[src/rtl/sdio_clk_ctrl.sv]
`timescale 1ns/1ps
`default_nettype none
// ============================================================================
// Module   : sdio_clk_ctrl
// Purpose  : Sequencing controller for the SD card clock generator. Owns the
//            generator enable, divider and pause inputs. Software enable and
//            divider changes are applied glitch-free: wait for the bus to go
//            idle, stop the clock low, load the divider, restart. Also issues
//            the card-initialisation clock burst and pauses the SD clock
//            (only while it is low) when the data buffers stall.
// Ports    : sd_clk, rstn             - system clock, async active-low reset
//            cfg_clk_en/div/div_wr    - software enable, divider, write strobe
//            init_start               - strobe: issue initialisation burst
//            cmd_active, dat_active   - bus busy indicators
//            dat_tx_stall/rx_stall    - data buffer stall requests
//            clk_o_i/clk_oe_i/clk_rise_i - generator status
//            sd_clk_en/div/pause      - generator controls (registered)
//            clk_ready, div_busy, init_done - status (registered)
// Revision : 1.0 - initial release
// ============================================================================
module sdio_clk_ctrl #(
    parameter logic [7:0] DIV_RST   = 8'd124,
    parameter int         INIT_CLKS = 80
) (
    input  logic       sd_clk,
    input  logic       rstn,
    input  logic       cfg_clk_en,
    input  logic [7:0] cfg_clk_div,
    input  logic       cfg_div_wr,
    input  logic       init_start,
    input  logic       cmd_active,
    input  logic       dat_active,
    input  logic       dat_tx_stall,
    input  logic       dat_rx_stall,
    input  logic       clk_o_i,
    input  logic       clk_oe_i,
    input  logic       clk_rise_i,
    output logic       sd_clk_en,
    output logic [7:0] sd_clk_div,
    output logic       sd_clk_pause,
    output logic       clk_ready,
    output logic       div_busy,
    output logic       init_done
);

    localparam int                 c_cnt_w     = $clog2(INIT_CLKS + 1);
    localparam logic [c_cnt_w-1:0] c_init_last = c_cnt_w'(INIT_CLKS);

    typedef enum logic [2:0] {
        ST_OFF   = 3'd0,
        ST_RUN   = 3'd1,
        ST_INIT  = 3'd2,
        ST_DRAIN = 3'd3,
        ST_STOP  = 3'd4,
        ST_UPD   = 3'd5
    } state_t;

    state_t             r_state;
    state_t             w_nxt_state;

    logic [7:0]         r_pend_div;
    logic               r_div_pend;
    logic [c_cnt_w-1:0] r_init_cnt;
    logic               r_clk_en;
    logic [7:0]         r_clk_div;
    logic               r_pause;
    logic               r_ready;
    logic               r_busy;
    logic               r_init_done;

    logic [7:0]         w_nxt_pend_div;
    logic               w_nxt_div_pend;
    logic [c_cnt_w-1:0] w_nxt_init_cnt;
    logic [c_cnt_w-1:0] w_cnt_inc;
    logic [7:0]         w_nxt_clk_div;
    logic               w_nxt_init_done;
    logic               w_nxt_clk_en;
    logic               w_nxt_pause;
    logic               w_nxt_ready;
    logic               w_nxt_busy;

    // ------------------------------------------------------------------------
    // State and output registers. Every output is the registered copy of a
    // value derived from the next state, so outputs change together with the
    // state they belong to.
    // ------------------------------------------------------------------------
    always_ff @(posedge sd_clk or negedge rstn) begin
        if (!rstn) begin
            r_state     <= ST_OFF;
            r_pend_div  <= 8'd0;
            r_div_pend  <= 1'b0;
            r_init_cnt  <= '0;
            r_clk_en    <= 1'b0;
            r_clk_div   <= DIV_RST;
            r_pause     <= 1'b0;
            r_ready     <= 1'b0;
            r_busy      <= 1'b0;
            r_init_done <= 1'b0;
        end else begin
            r_state     <= w_nxt_state;
            r_pend_div  <= w_nxt_pend_div;
            r_div_pend  <= w_nxt_div_pend;
            r_init_cnt  <= w_nxt_init_cnt;
            r_clk_en    <= w_nxt_clk_en;
            r_clk_div   <= w_nxt_clk_div;
            r_pause     <= w_nxt_pause;
            r_ready     <= w_nxt_ready;
            r_busy      <= w_nxt_busy;
            r_init_done <= w_nxt_init_done;
        end
    end

    assign w_cnt_inc = r_init_cnt + {{(c_cnt_w-1){1'b0}}, clk_rise_i};

    // ------------------------------------------------------------------------
    // Next-state and next-output logic
    // ------------------------------------------------------------------------
    always_comb begin
        w_nxt_state     = r_state;
        w_nxt_pend_div  = r_pend_div;
        w_nxt_div_pend  = r_div_pend;
        w_nxt_init_cnt  = r_init_cnt;
        w_nxt_clk_div   = r_clk_div;
        w_nxt_init_done = r_init_done;

        // Writes arriving while the clock may be running are parked; the
        // newest write overwrites any older parked value.
        if (cfg_div_wr && (r_state != ST_OFF) && (r_state != ST_UPD)) begin
            w_nxt_pend_div = cfg_clk_div;
            w_nxt_div_pend = 1'b1;
        end

        case (r_state)
            ST_OFF: begin
                // Clock is stopped, so the divider can be loaded directly.
                if (cfg_div_wr) begin
                    w_nxt_clk_div = cfg_clk_div;
                end
                if (cfg_clk_en) begin
                    w_nxt_state = ST_RUN;
                end
            end
            ST_RUN: begin
                // A configuration change takes priority over an init burst.
                if (r_div_pend || !cfg_clk_en || cfg_div_wr) begin
                    w_nxt_state = ST_DRAIN;
                end else if (init_start) begin
                    w_nxt_state     = ST_INIT;
                    w_nxt_init_done = 1'b0;
                    w_nxt_init_cnt  = '0;
                end
            end
            ST_INIT: begin
                if (!cfg_clk_en) begin
                    w_nxt_state = ST_DRAIN;
                end else begin
                    w_nxt_init_cnt = w_cnt_inc;
                    if (w_cnt_inc == c_init_last) begin
                        w_nxt_init_done = 1'b1;
                        w_nxt_state     = r_div_pend ? ST_DRAIN : ST_RUN;
                    end
                end
            end
            ST_DRAIN: begin
                if (!cmd_active && !dat_active) begin
                    w_nxt_state = ST_STOP;
                end
            end
            ST_STOP: begin
                // The generator finishes its high phase before dropping OE,
                // so OE low means the clock is parked low.
                if (!clk_oe_i) begin
                    w_nxt_state = ST_UPD;
                end
            end
            ST_UPD: begin
                if (cfg_div_wr) begin
                    w_nxt_clk_div = cfg_clk_div;
                end else if (r_div_pend) begin
                    w_nxt_clk_div = r_pend_div;
                end
                w_nxt_div_pend = 1'b0;
                w_nxt_state    = cfg_clk_en ? ST_RUN : ST_OFF;
            end
            default: begin
                w_nxt_state = ST_OFF;
            end
        endcase

        if (w_nxt_state == ST_OFF) begin
            w_nxt_init_done = 1'b0;
        end

        w_nxt_clk_en = (w_nxt_state == ST_RUN) || (w_nxt_state == ST_INIT) ||
                       (w_nxt_state == ST_DRAIN);

        w_nxt_ready  = (w_nxt_state == ST_RUN) && clk_oe_i && !w_nxt_div_pend;

        w_nxt_busy   = w_nxt_div_pend || (w_nxt_state == ST_DRAIN) ||
                       (w_nxt_state == ST_STOP) || (w_nxt_state == ST_UPD);

        // A new pause may only start in a low-phase cycle that is not about
        // to rise, so the clock always freezes low. Once set it holds for as
        // long as the stall persists without command traffic.
        w_nxt_pause  = ((w_nxt_state == ST_RUN) || (w_nxt_state == ST_DRAIN)) &&
                       (dat_tx_stall || dat_rx_stall) && !cmd_active &&
                       (r_pause || (!clk_o_i && !clk_rise_i));
    end

    assign sd_clk_en    = r_clk_en;
    assign sd_clk_div   = r_clk_div;
    assign sd_clk_pause = r_pause;
    assign clk_ready    = r_ready;
    assign div_busy     = r_busy;
    assign init_done    = r_init_done;

endmodule
`default_nettype wire

[config.mk]
export PLATFORM = sky130hd
export DESIGN_NAME = sdio_clk_ctrl
export DESIGN_NICKNAME = d
export VERILOG_FILES = /design/src/rtl/sdio_clk_ctrl.sv
export SDC_FILE = /design/constraint.sdc
export NUM_CORES = 1
export LEC_CHECK = 0
export CORE_ASPECT_RATIO = 1.25
export CORE_MARGIN = 3
export CORE_UTILIZATION = 30
export CTS_CLUSTER_SIZE = 25
export DETAILED_ROUTE_END_ITERATION = 16
export PLACE_DENSITY = 0.58
export SETUP_SLACK_MARGIN = 0.4
export SLEW_MARGIN = 10
export SYNTH_ARGS = -nofsm -noshare
export SYNTH_HDL_FRONTEND = slang
export SYNTH_SLANG_ARGS = --single-unit
[constraint.sdc]
create_clock -name sd_clk -period 2 [get_ports sd_clk]
set_input_delay 0.5 -clock sd_clk [delete_from_list [all_inputs] [get_ports sd_clk]]
set_output_delay 0.5 -clock sd_clk [all_outputs]
set_load 0.05 [all_outputs]
==> key figures <==
Detailed routing
  – Vias/cell: roughly 5
  – Number of DRC markers in iteration 0: around 90
  – Routed WL per cell: about 15 um
  – Routed Antenna Nets: 0
  – DRC violations left: 0
  – Post-Route WL: around 4800 um
  – DR pass1 iterations: 4
  – Routed via count: 1638

Power and ir drop
  – Max VDD drop: 0.0004501 V
  – Total power: about 3.7 mW
  – Leakage: around 1.2 nW
  – PwrDens: approximately 1300 nW/um2

Worst hold path
  – HP Class: reg -> reg
  – WHS Path Cells: 2

STA
  – Worst Max-Slew Pin Slew: 410.1 ps
  – Hold_ws: around 500 ps
  – Fmax: approximately 580 MHz
  – Final setup vio count: 0
  – Unrepaired setup endpoints after global routing: true
  – Fin crit period: between 1500 and 2000 ps
  – Slew HR: 0.7266
  – Final period util: 0.8650
  – Layout Skew: between 3 and 4 ps
  – Slew Viols, Final: 0
  – Final WS setup: ~270 ps
  – Final Hold Viols: 0

Global routing
  – Total grt overflow: 0
  – Vias in the first global route: roughly 1600
  – GRT Total Usage: 0.1413
  – Initial antenna violation count: 0
  – First-pass GRT wire length: 7603 um
  – Largest net degree at the start of global routing: 33

Setup path
  – WS Path Type: reg -> reg
  – Startpoint Class: flip-flop
  – Register-to-register path setup slack: 270 ps
  – Worst-case reg-to-reg path depth: 5
  – Critical path endpoint category: flip-flop
  – Worst path arrival time: 1890 ps
  – CP required: roughly 2200 ps
  – Max Fanout on Critical Path: 6

Yosys
  – Synth area leaders: dfrtp_1 (38%), dfstp_2 (7.3%), mux2i_1 (5.0%), mux2_2 (5.0%), nor2_1 (4.4%)
  – Syn Area/Cell: ~10 um2
  – Post-synth top area cell: dfrtp_1
  – Synth unique cells: 52
  – Post-synthesis cell area: 1793 um2
  – Synth Instances: 177
  – Yosys reg bits: 32
  – Ys async rst share: 1.000
  – Sequential element share of the synthesized area: 0.4501
  – Syn. warnings: 0
  – Post-synth top flop: dfrtp_1
  – Top cell type's share of synthesized area: 0.3768
  – Synth Net Count: roughly 200
  – EDFF count, synth: 0

Place
  – DP Worst Slack: -381.7 ps
  – Gpl congestion: roughly 0.83
  – Placed cells: around 290
  – Placed inst area: between 2000 and 2500 um2
  – Detailed placement HPWL: 3029 um
  – Port Buffers: 32

Cells and area
  – Final instance area: a little under 3000 um2
  – N_diodes: 0
  – Layout Area Growth over Synthesis: 62.53%
  – Commonest non-fill, non-tap cell in the layout: buf_4
  – Layout cells sized above 1: 0.5019
  – Most frequent cells in the layout: buf_4 (44), dfrtp_1 (21), nor2_1 (19)
  – # nets final: approximately 280
  – Non-Filler Instances: approximately 320

Floorplanning
  – Io pins: 33
  – Site row count: 30
  – Width of the die: approximately 75 um
  – Core area: 5593 um2
  – Initial Utilization: 0.3206
  – Die area: just under 7000 um2
  – Chip Height: around 92 um

Clock tree
  – CTS max path bufs: 2
  – Clk sink count: 32
  – CTS tree: done
  – Skew-Pair Late Insertion Delay: roughly 280 ps
  – H-tree lvl count: 2
  – CTS Buf Count: 5
  – CTS Root Cell: clkbuf_8
  – Reg clk slew, reported paths: around 70 ps

Outcome
  – Status: completed

Run
  – Max cap viols: 0
==> critical path, stage by stage, from the launching register on <==
cell	delay, ps
dfrtp_2	440
or3b_4	440
and2_4	180
a32oi_4	190
a21oi_2	50
a211o_1	300
==> metal layers <==
layer / part of all wire / track usage / vias to the layer above
li1: - / - / 804
met1: 0.43 / 0.1827 / 809
met2: 0.53 / 0.2282 / 23
met3: 0.030 / 0.02823 / 2
met4: 0.0089 / 0.05394 / 0
met5: 0 / 0 / -
==> registers in the layout (all words and copies together), names as in the netlist <==
register / flops
r_init_cnt: 7
clk_ready: 1
r_pend_div: 8
sd_clk_pause: 1
sd_clk_div: 8
div_busy: 1
init_done: 1
r_div_pend: 1
r_state: 3
sd_clk_en: 1
==> kinds of logic (layout without fill, tap and decap cells) <==
family | count (synthesis) | after routing | synth area share
adders and majority gates | 2 | 2 | 0.01395
and+or+nand+nor | 70 | 70 | 0.2177
xor gates and xnor gates | 3 | 3 | 0.01885
muxes | 17 | 17 | 0.1005
AOI/OAI and AO/OA | 44 | 44 | 0.1745
DFF | 32 | 32 | 0.4501
buffers and inverters | 9 | 89 | 0.02442
==> stage by stage <==
step                      setup TNS (ps)  utilization
after floorplan                        0            -
after global placement             -4553       0.4188
after detailed placement           -4874       0.4188
after CTS                              0       0.4799
after global routing                   0       0.5210
final                                  0       0.5210
==> what timing repair did <==
item                                    CTS  global route
hold buffers                              0             0
pin swaps                                20            26
buffers inserted                         13             9
resized for setup                        50            36
endpoints found under the setup margin   32            30
==> final cells by class <==
class                      count  area [um2]
fill                         495        2679
timing repair buffer          79       708.2
tap                           64       80.08
sequential                    32       814.5
clock buffer                   6       72.57
multi-input combinational    136        1196
clock inverter                 2       35.03
inverter                       2       7.507
==> Yosys cell counts, drive strengths merged, types with 4 or more instances <==
cell type  instances
nor2              22
dfrtp             27
o21ai             11
mux2               8
buf                6
and2               4
nand2b             5
dfstp              5
mux2i              9
a21oi             12
nand2             13
nor2b              5
==> report_power, final <==
part           switching, mW  internal (mW)  total (mW)
Combinational           1.07          0.974        2.04
Clock                  0.247          0.370       0.617
Sequential             0.155          0.880        1.03
Total                   1.47           2.22        3.69
==> worst paths after layout <==
path / end / startpoint
max: div_busy$_DFF_PN0_ / r_state[1]$_DFF_PN0_
min: sd_clk_div[6]$_DFFE_PN1P_ / sd_clk_div[6]$_DFFE_PN1P_
max reg2reg: div_busy$_DFF_PN0_ / r_state[1]$_DFF_PN0_
min reg2reg: sd_clk_div[6]$_DFFE_PN1P_ / sd_clk_div[6]$_DFFE_PN1P_
max in group asynchronous: sd_clk_div[3]$_DFFE_PN1P_ / rstn
min in group asynchronous: sd_clk_pause$_DFF_PN0_ / rstn
Note: power is estimated with default switching activity, not from simulation.
